[config.mk]
export PLATFORM = sky130hd
export DESIGN_NAME = imem_boot_loader
export DESIGN_NICKNAME = d
export VERILOG_FILES = /design/src/rtl/mips_lite_pkg.sv /design/src/rtl/imem_boot_loader.sv
export SDC_FILE = /design/constraint.sdc
export NUM_CORES = 1
export LEC_CHECK = 0
export BUFFER_PORTS_ARGS = -buffer_cell sky130_fd_sc_hd__buf_2
export CAP_MARGIN = 10
export CORE_UTILIZATION = 40
export DETAILED_ROUTE_END_ITERATION = 10
export GPL_TIMING_DRIVEN = 0
export SLEW_MARGIN = 20
export SYNTH_ARGS = -nofsm -noshare
export SYNTH_HDL_FRONTEND = slang
export SYNTH_SLANG_ARGS = --single-unit
[constraint.sdc]
create_clock -name clk -period 6.8 [get_ports clk]
set_clock_uncertainty 0.1 [all_clocks]
set_input_delay 0.68 -clock clk [delete_from_list [all_inputs] [get_ports clk]]
set_output_delay 0.68 -clock clk [all_outputs]
set_load 0.05 [all_outputs]
[src/rtl/mips_lite_pkg.sv]
// Shared definitions for the mips_lite instruction-memory path: default
// memory geometry and the boot loader state encoding.
package mips_lite_pkg;

    localparam int IMEM_ADDR_W = 9;
    localparam int IMEM_DATA_W = 32;

    typedef enum logic [2:0] {
        BL_IDLE    = 3'd0,
        BL_CLEAR   = 3'd1,
        BL_LOAD    = 3'd2,
        BL_RELEASE = 3'd3,
        BL_RUN     = 3'd4
    } boot_state_e;

    function automatic logic bl_is_busy(input boot_state_e s);
        return (s == BL_CLEAR) || (s == BL_LOAD) || (s == BL_RELEASE);
    endfunction

endpackage

[src/rtl/imem_boot_loader.sv]
// Clears instruction memory, streams a program into it, then releases the
// processor from reset. Every output comes straight from a flop.
module imem_boot_loader
    import mips_lite_pkg::*;
#(
    parameter int ADDR_W     = IMEM_ADDR_W,
    parameter int DATA_W     = IMEM_DATA_W,
    parameter int CLR_CYCLES = 4
) (
    input  logic              clk,
    input  logic              rst,
    input  logic              start,
    input  logic              abort,
    input  logic [ADDR_W:0]   word_count,
    input  logic              s_valid,
    input  logic [DATA_W-1:0] s_data,
    output logic              s_ready,
    output logic              inst_mem_rstn,
    output logic              inst_mem_wr_en,
    output logic [ADDR_W-1:0] inst_mem_wr_addr,
    output logic [DATA_W-1:0] inst_mem_wr_data,
    output logic              cpu_rstn,
    output logic              busy,
    output logic              done,
    output logic              error
);

    localparam logic [ADDR_W:0] MAX_CNT  = {1'b1, {ADDR_W{1'b0}}};
    localparam logic [3:0]      CLR_LAST = 4'(CLR_CYCLES - 1);

    boot_state_e       state_q, state_d;
    logic [ADDR_W:0]   cnt_q, cnt_d;
    logic [ADDR_W:0]   idx_q, idx_d;
    logic [3:0]        clr_q, clr_d;
    logic              rel_q, rel_d;
    logic              s_ready_q, s_ready_d;
    logic              mem_rstn_q, mem_rstn_d;
    logic              wr_en_q, wr_en_d;
    logic [ADDR_W-1:0] wr_addr_q, wr_addr_d;
    logic [DATA_W-1:0] wr_data_q, wr_data_d;
    logic              cpu_rstn_q, cpu_rstn_d;
    logic              busy_q, busy_d;
    logic              done_q, done_d;
    logic              error_q, error_d;

    always_comb begin
        state_d   = state_q;
        cnt_d     = cnt_q;
        idx_d     = idx_q;
        clr_d     = clr_q;
        rel_d     = rel_q;
        error_d   = error_q;
        done_d    = 1'b0;
        wr_en_d   = 1'b0;
        wr_addr_d = wr_addr_q;
        wr_data_d = wr_data_q;

        case (state_q)
            BL_IDLE, BL_RUN: begin
                if (start) begin
                    cnt_d   = (word_count > MAX_CNT) ? MAX_CNT : word_count;
                    idx_d   = '0;
                    clr_d   = CLR_LAST;
                    error_d = 1'b0;
                    state_d = BL_CLEAR;
                end
            end
            BL_CLEAR: begin
                if (abort) begin
                    error_d = 1'b1;
                    state_d = BL_IDLE;
                end else if (clr_q == 4'd0) begin
                    rel_d   = 1'b1;
                    state_d = (cnt_q != '0) ? BL_LOAD : BL_RELEASE;
                end else begin
                    clr_d = clr_q - 4'd1;
                end
            end
            BL_LOAD: begin
                // abort wins over a same-cycle handshake: that word is dropped
                if (abort) begin
                    error_d = 1'b1;
                    state_d = BL_IDLE;
                end else if (s_valid && s_ready_q) begin
                    wr_en_d   = 1'b1;
                    wr_addr_d = idx_q[ADDR_W-1:0];
                    wr_data_d = s_data;
                    idx_d     = idx_q + 1'b1;
                    if (idx_d == cnt_q) begin
                        rel_d   = 1'b1;
                        state_d = BL_RELEASE;
                    end
                end
            end
            BL_RELEASE: begin
                if (abort) begin
                    error_d = 1'b1;
                    state_d = BL_IDLE;
                end else if (!rel_q) begin
                    done_d  = 1'b1;
                    state_d = BL_RUN;
                end else begin
                    rel_d = 1'b0;
                end
            end
            default: state_d = BL_IDLE;
        endcase

        // Status outputs follow the state being entered so they line up with it.
        s_ready_d  = (state_d == BL_LOAD);
        busy_d     = bl_is_busy(state_d);
        cpu_rstn_d = (state_d == BL_RUN);
        mem_rstn_d = (state_d != BL_CLEAR);
    end

    always_ff @(posedge clk or posedge rst) begin
        if (rst) begin
            state_q    <= BL_IDLE;
            cnt_q      <= '0;
            idx_q      <= '0;
            clr_q      <= '0;
            rel_q      <= 1'b0;
            s_ready_q  <= 1'b0;
            mem_rstn_q <= 1'b0;
            wr_en_q    <= 1'b0;
            wr_addr_q  <= '0;
            wr_data_q  <= '0;
            cpu_rstn_q <= 1'b0;
            busy_q     <= 1'b0;
            done_q     <= 1'b0;
            error_q    <= 1'b0;
        end else begin
            state_q    <= state_d;
            cnt_q      <= cnt_d;
            idx_q      <= idx_d;
            clr_q      <= clr_d;
            rel_q      <= rel_d;
            s_ready_q  <= s_ready_d;
            mem_rstn_q <= mem_rstn_d;
            wr_en_q    <= wr_en_d;
            wr_addr_q  <= wr_addr_d;
            wr_data_q  <= wr_data_d;
            cpu_rstn_q <= cpu_rstn_d;
            busy_q     <= busy_d;
            done_q     <= done_d;
            error_q    <= error_d;
        end
    end

    assign s_ready          = s_ready_q;
    assign inst_mem_rstn    = mem_rstn_q;
    assign inst_mem_wr_en   = wr_en_q;
    assign inst_mem_wr_addr = wr_addr_q;
    assign inst_mem_wr_data = wr_data_q;
    assign cpu_rstn         = cpu_rstn_q;
    assign busy             = busy_q;
    assign done             = done_q;
    assign error            = error_q;

endmodule

# == Word-level counts from Yosys, hierarchy flattened ==
# Index checks and enable logic that the tools add are counted.
# totals
register_bits,76
input_bits,47
out_inout_bits,48
word_cells,90
# classes
addsub,2
order_cmp,1
n_eq_ne,19
n_mux,35
bitwise_logic,1
n_reduce_logical,18
# op_table
cell,n
two-way mux 10 bit,4
two-way mux 3 bit,8
case mux 10 bit (2 select lines),1
"!= test 2 bit, second input constant",8
two-way mux 1 bit,15
"== test 3 x 2 -> 1 bit, second input constant",4
two-way mux 4 bit,3
case mux 3 bit (4 select lines),1
"adder 10 x 1 -> 10 bit, second input constant",1
== test 10 bit,1
"greater-than comparator 10 bit, second input constant",1
nonzero test 10 bit,1
case mux 4 bit (2 select lines),1
AND reduction 4 bit,2
AND reduction 7 bit,1
"== test 3 x 1 -> 1 bit, second input constant",2
"== test 3 bit, second input constant",2
AND reduction 3 bit,2
nonzero test 2 bit,3
logical NOT 4 bit,1
"subtractor 4 x 1 -> 4 bit, second input constant",1
logical NOT 3 bit,1
"!= test 3 x 1 -> 1 bit, second input constant",1
case mux 1 bit (3 select lines),1
other kinds (9),10

# == Logic depth before layout (Yosys ltp) ==
# depth
depth_word,9
depth_mapped,10
ltp_nobuf,9

# == Least setup slack after synthesis ==
# Ideal clock, no wire load.
# synth_timing
path_kind,reg-to-reg
start,reg idx_q[0]
end,reg s_ready_q (netlist: s_ready)
setup_time_ns,0.120
t_arrival_ns,1.761
required_time_ns,6.580
slack_ns,4.820
stages_incl_launch_ff,9
n_path_buf,1
period_less_slack_ns,1.980
cell_sequence,dfrtp_1 > ha_1 > buf_4 > xor2_1 > o2111ai_1 > o21ai_0 > nor4_2 > nand4_2 > and3_1
# synth_via
elab_chain_cells,7
# synth_rtl
item,line,rtl
start: declaration,imem_boot_loader.sv:33,"logic [ADDR_W:0] idx_q, idx_d;"
start signal: assignment,imem_boot_loader.sv:135,idx_q <= idx_d;
adder 10 x 1 -> 10 bit,imem_boot_loader.sv:88,idx_d = idx_q + 1'b1;
== test 10 bit,imem_boot_loader.sv:89,if (idx_d == cnt_q) begin
two-way mux 3 bit,imem_boot_loader.sv:89,
two-way mux 3 bit,imem_boot_loader.sv:84,end else if (s_valid && s_ready_q) begin
two-way mux 3 bit,imem_boot_loader.sv:81,if (abort) begin
case mux 3 bit (4 select lines),imem_boot_loader.sv:58,case (state_q)
== test 3 x 2 -> 1 bit,imem_boot_loader.sv:110,s_ready_d = (state_d == BL_LOAD);
via s_ready_d,imem_boot_loader.sv:36,"logic s_ready_q, s_ready_d;"
end signal: assignment,imem_boot_loader.sv:138,s_ready_q <= s_ready_d;
end: declaration,imem_boot_loader.sv:36,
# The timed path passes the listed nets, and every way through them passes these cells.
# A chain may end at the register's enable or synchronous reset.

# == Worst setup path in the final report ==
# Ends and elaborated chain as after synthesis.

==> qor.tcl <==
set qor(run_status) {finished, final reports clean}
set qor(synthCells) 376
set qor(antenna_cells) 0
set qor(finalPower_mw) 1.11
set qor(detailed_route_via_count) 2886
set qor(number_of_synthesized_flops_with_an_enable_pin) 0
set qor(layout_setup_ws_ns) 4.61
set qor(bufs_on_longest_clock_path) 2
set qor(core_area_um2) 8680
set qor(global_route.usage.total) 0.172
set qor(setup_repair_after_global_routing_missed_its_margin) {false}
set qor(iteration_count_of_the_initial_detailed_routing_pass) 4
set qor(worst_reg2reg_path_startpoint) {idx_q[0]}
set qor(clkSlewWorstSetupHoldPaths_ns) 0.08
set qor(final_max_slew_viol_count) 0
set qor(timing_worst_slew_pin_value_ns) 0.619
set qor(pre_cts_ws_ns) 4.55
set qor(port-buffer-count) 94
set qor(power_frac_clock) 0.305
set qor(syn_avg_cell_area_um2) 9.49
set qor(clock_tree_from_tritoncts) {built}
set qor(drc) 0
set qor(via_count_of_the_first_global_routing_pass) 2656
set qor(numPlacedInstances) 579
set qor(hold_viol) 0
set qor(ctsHoldBuffers) 0
set qor(maximum_number_of_pins_on_one_net_before_global_route_repair) 46
set qor(gp_routability_congestion) 0.799
set qor(timing.critical_path.from_type) {flop}
set qor(routed_met3_length_um) 444
set qor(power_dissipated_by_switching_net_loads_mw) 0.351
set qor(io_pins) 95
set qor(total_wirelength_of_the_detailed_routed_design_um) 7460
set qor(max_cap_violations) 0
set qor(fmax_ghz) 0.456
set qor(dr.first_iter.drc_count) 113
set qor(setup_viol) 0
set qor(synth.cell_area_um2) 3570
set qor(synth_seq_cells) 76
set qor(final_cell_count_no_fill) 595
set qor(met1_length_um) 3550
set qor(detail-route-antenna-nets) 0
set qor(p_per_area_nw_per_um2) 252
set qor(grt.overflow.total) 0
set qor(fin_util) 0.507
set qor(pwr-share-seq) 0.484
set qor(fp.dieW_um) 96.5
set qor(worstSkewPairLatency_ns) 0.35
set qor(routed_via_density) 4.85
set qor(syn_to_final_growth_pct) 23.2
set qor(combinationalPowerShare) 0.211
set qor(cts_buffers) 9
set qor(wire_length_per_cell_after_detailed_routing_um) 12.5
set qor(worstSetupEndpointType) {flop}
set qor(dp_hpwl_um) 5480
set qor(slew_headroom) 0.587
set qor(root_buffer) {clkbuf_8}
set qor(postSynth.asyncResetShare) 1.00
set qor(yosysWarnings) 0
set qor(p_int_mw) 0.756
set qor(floorplan_die_area_um2) 9300
set qor(synth-seq-area-share) 0.533
set qor(period_needed_ns) 2.19
set qor(cts_repair_resize_count) 0
set qor(worst_ep_arrival_time_ns) 2.33
set qor(synth_top_cells_by_area) {dfrtp_1 53%, nand2_1 15%, buf_6 3.5%, o21ai_0 2.4%, xnor2_1 2.2%}
set qor(die_h_um) 96.5
set qor(netlist.top_cell.by_area) {dfrtp_1}
set qor(htree_num_levels) 3
set qor(mappedNetlistNets) 425
set qor(fin_setup_tns_ns) 0
set qor(share_of_layout_cells_above_drive_strength_1) 0.287
set qor(synthDistinctLibCells) 53
set qor(hold_path_class) {in2async}
set qor(timing.setup.critical_path_class) {reg2reg}
set qor(post-cts-setup-buffers) 0
set qor(grt_antenna_before_repair) 0
set qor(synth_top_area_frac) 0.533
set qor(cts_sinks) 76
set qor(fin_crit_sh) 0.322
set qor(wire_length_of_the_first_global_routing_pass_um) 12300
set qor(num-nets-final) 531
set qor(leakage_power_nw) 2.39
set qor(ir_worst_vdd_uv) 130
set qor(power.switching_fraction) 0.317
set qor(top_signal_layer_used) {met4}
set qor(synthFlopType) {dfrtp_1}
set qor(met2WireLength_um) 3370
set qor(timing.critical_path.required_ns) 6.94
set qor(std_cell_rows) 34
set qor(launching_element_of_the_worst_setup_path) {idx_q[0]}
set qor(critPathMaxFanout) 9
set qor(start_util) 0.411
==> per-layer routing <==
layer,GRT usage,vias up
met4,0.0625,0
li1,-,1452
met5,0,-
met3,0.0423,11
met1,0.223,1343
met2,0.278,80
==> layout by cell type, fill, tap and decap left out, types with 2 or more instances in the layout <==
cell type / n
ha_1: 2
and3_1: 3
inv_1: 7
o2111ai_1: 3
a21oi_1: 8
clkinvlp_4: 3
a31oi_1: 2
and2_1: 3
nand3_1: 6
nand2b_1: 10
nand4_1: 3
buf_6: 11
xor2_1: 7
a31o_2: 2
buf_2: 96
o31ai_1: 6
a22o_1: 4
clkbuf_8: 9
or4_1: 2
buf_4: 3
o21ai_0: 17
nor2_1: 8
xnor2_1: 9
dfrtp_1: 76
o41ai_1: 2
o21ai_1: 2
nand2_1: 141
nor4b_1: 2
clkbuf_1: 9
nor3_1: 2
==> worst max-delay path: stages, from the launching register on <==
cell and delay [ns]:
dfrtp_1 0.44, ha_1 0.21, buf_4 0.17, xor2_1 0.16
o2111ai_1 0.17, o21ai_0 0.13, nor4_2 0.34, nand4_2 0.19
and3_1 0.19
==> cell usage after synthesis, types with 3 or more instances <==
master       n
nand2_1    141
xnor2_1      9
and2_1       3
o2111ai_1    3
buf_4        3
dfrtp_1     76
a22o_1       4
o21ai_0     17
inv_1        8
o31ai_1      6
xor2_1       7
nor2_1       8
nand3_1      6
nand2b_1    10
buf_6       11
and3_1       3
a21oi_1      8
clkbuf_1     7
nand4_1      3
==> cell type report <==
class                      count  area, µm²
multi-input combinational    267       1450
fill                         835       4280
sequential                    76       1900
inverter                      10       41.3
clock buffer                  11        131
tap                          108        135
clock inverter                 5       61.3
timing repair buffer          95        498
buffer                        23        183
==> registers in the layout, summed over array words and instances (netlist names) <==
register          cells
inst_mem_wr_en        1
cpu_rstn              1
done                  1
error                 1
busy                  1
cnt_q                10
idx_q                10
rel_q                 1
inst_mem_rstn         1
s_ready               1
inst_mem_wr_data     32
clr_q                 4
inst_mem_wr_addr      9
state_q               3
==> stage by stage <==
| stage | cell area, µm² | hold WS [ns] |
|---|---|---|
| finish | 4400 | 0.234 |
| global route | 4400 | 0.251 |
| CTS | 4400 | 0.236 |
| detailed placement | 4200 | 0.357 |
| global placement | 4170 | 0.352 |
| floorplan | 3570 | 0.347 |
==> path summary, 6_finish.rpt <==
check	to	slack, ns	cells past startpoint
max in group asynchronous	cnt_q[5]	5.81	3
worst max register to register	s_ready	4.61	8
worst min-delay path	idx_q[4]	0.23	2
worst max-delay path	s_ready	4.61	8
min in group clk	inst_mem_wr_data[0]	0.37	2
worst min register to register	inst_mem_wr_data[0]	0.37	2
==> cell families (layout without fill, tap and decap cells) <==
kind of cell,after synthesis,count (layout),synth area share
compound gates,51,51,0.0936
xor+xnor,17,17,0.0456
fa+ha+maj,2,2,0.00701
buf+inv,33,144,0.0621
flops,76,76,0.533
mux,2,2,0.00596
simple gates,195,195,0.253
==> power by group through the flow <==
stage / clock network, mW / logic, mW / registers, mW
3_5_place_dp: 0 / 0.236 / 0.544
4_1_cts: 0.350 / 0.237 / 0.535
2_1_floorplan: 0 / 0.135 / 0.579
3_3_place_gp: 0 / 0.229 / 0.543
6_report: 0.337 / 0.234 / 0.535
5_1_grt: 0.371 / 0.262 / 0.543
(Power assumes the default switching activity.)
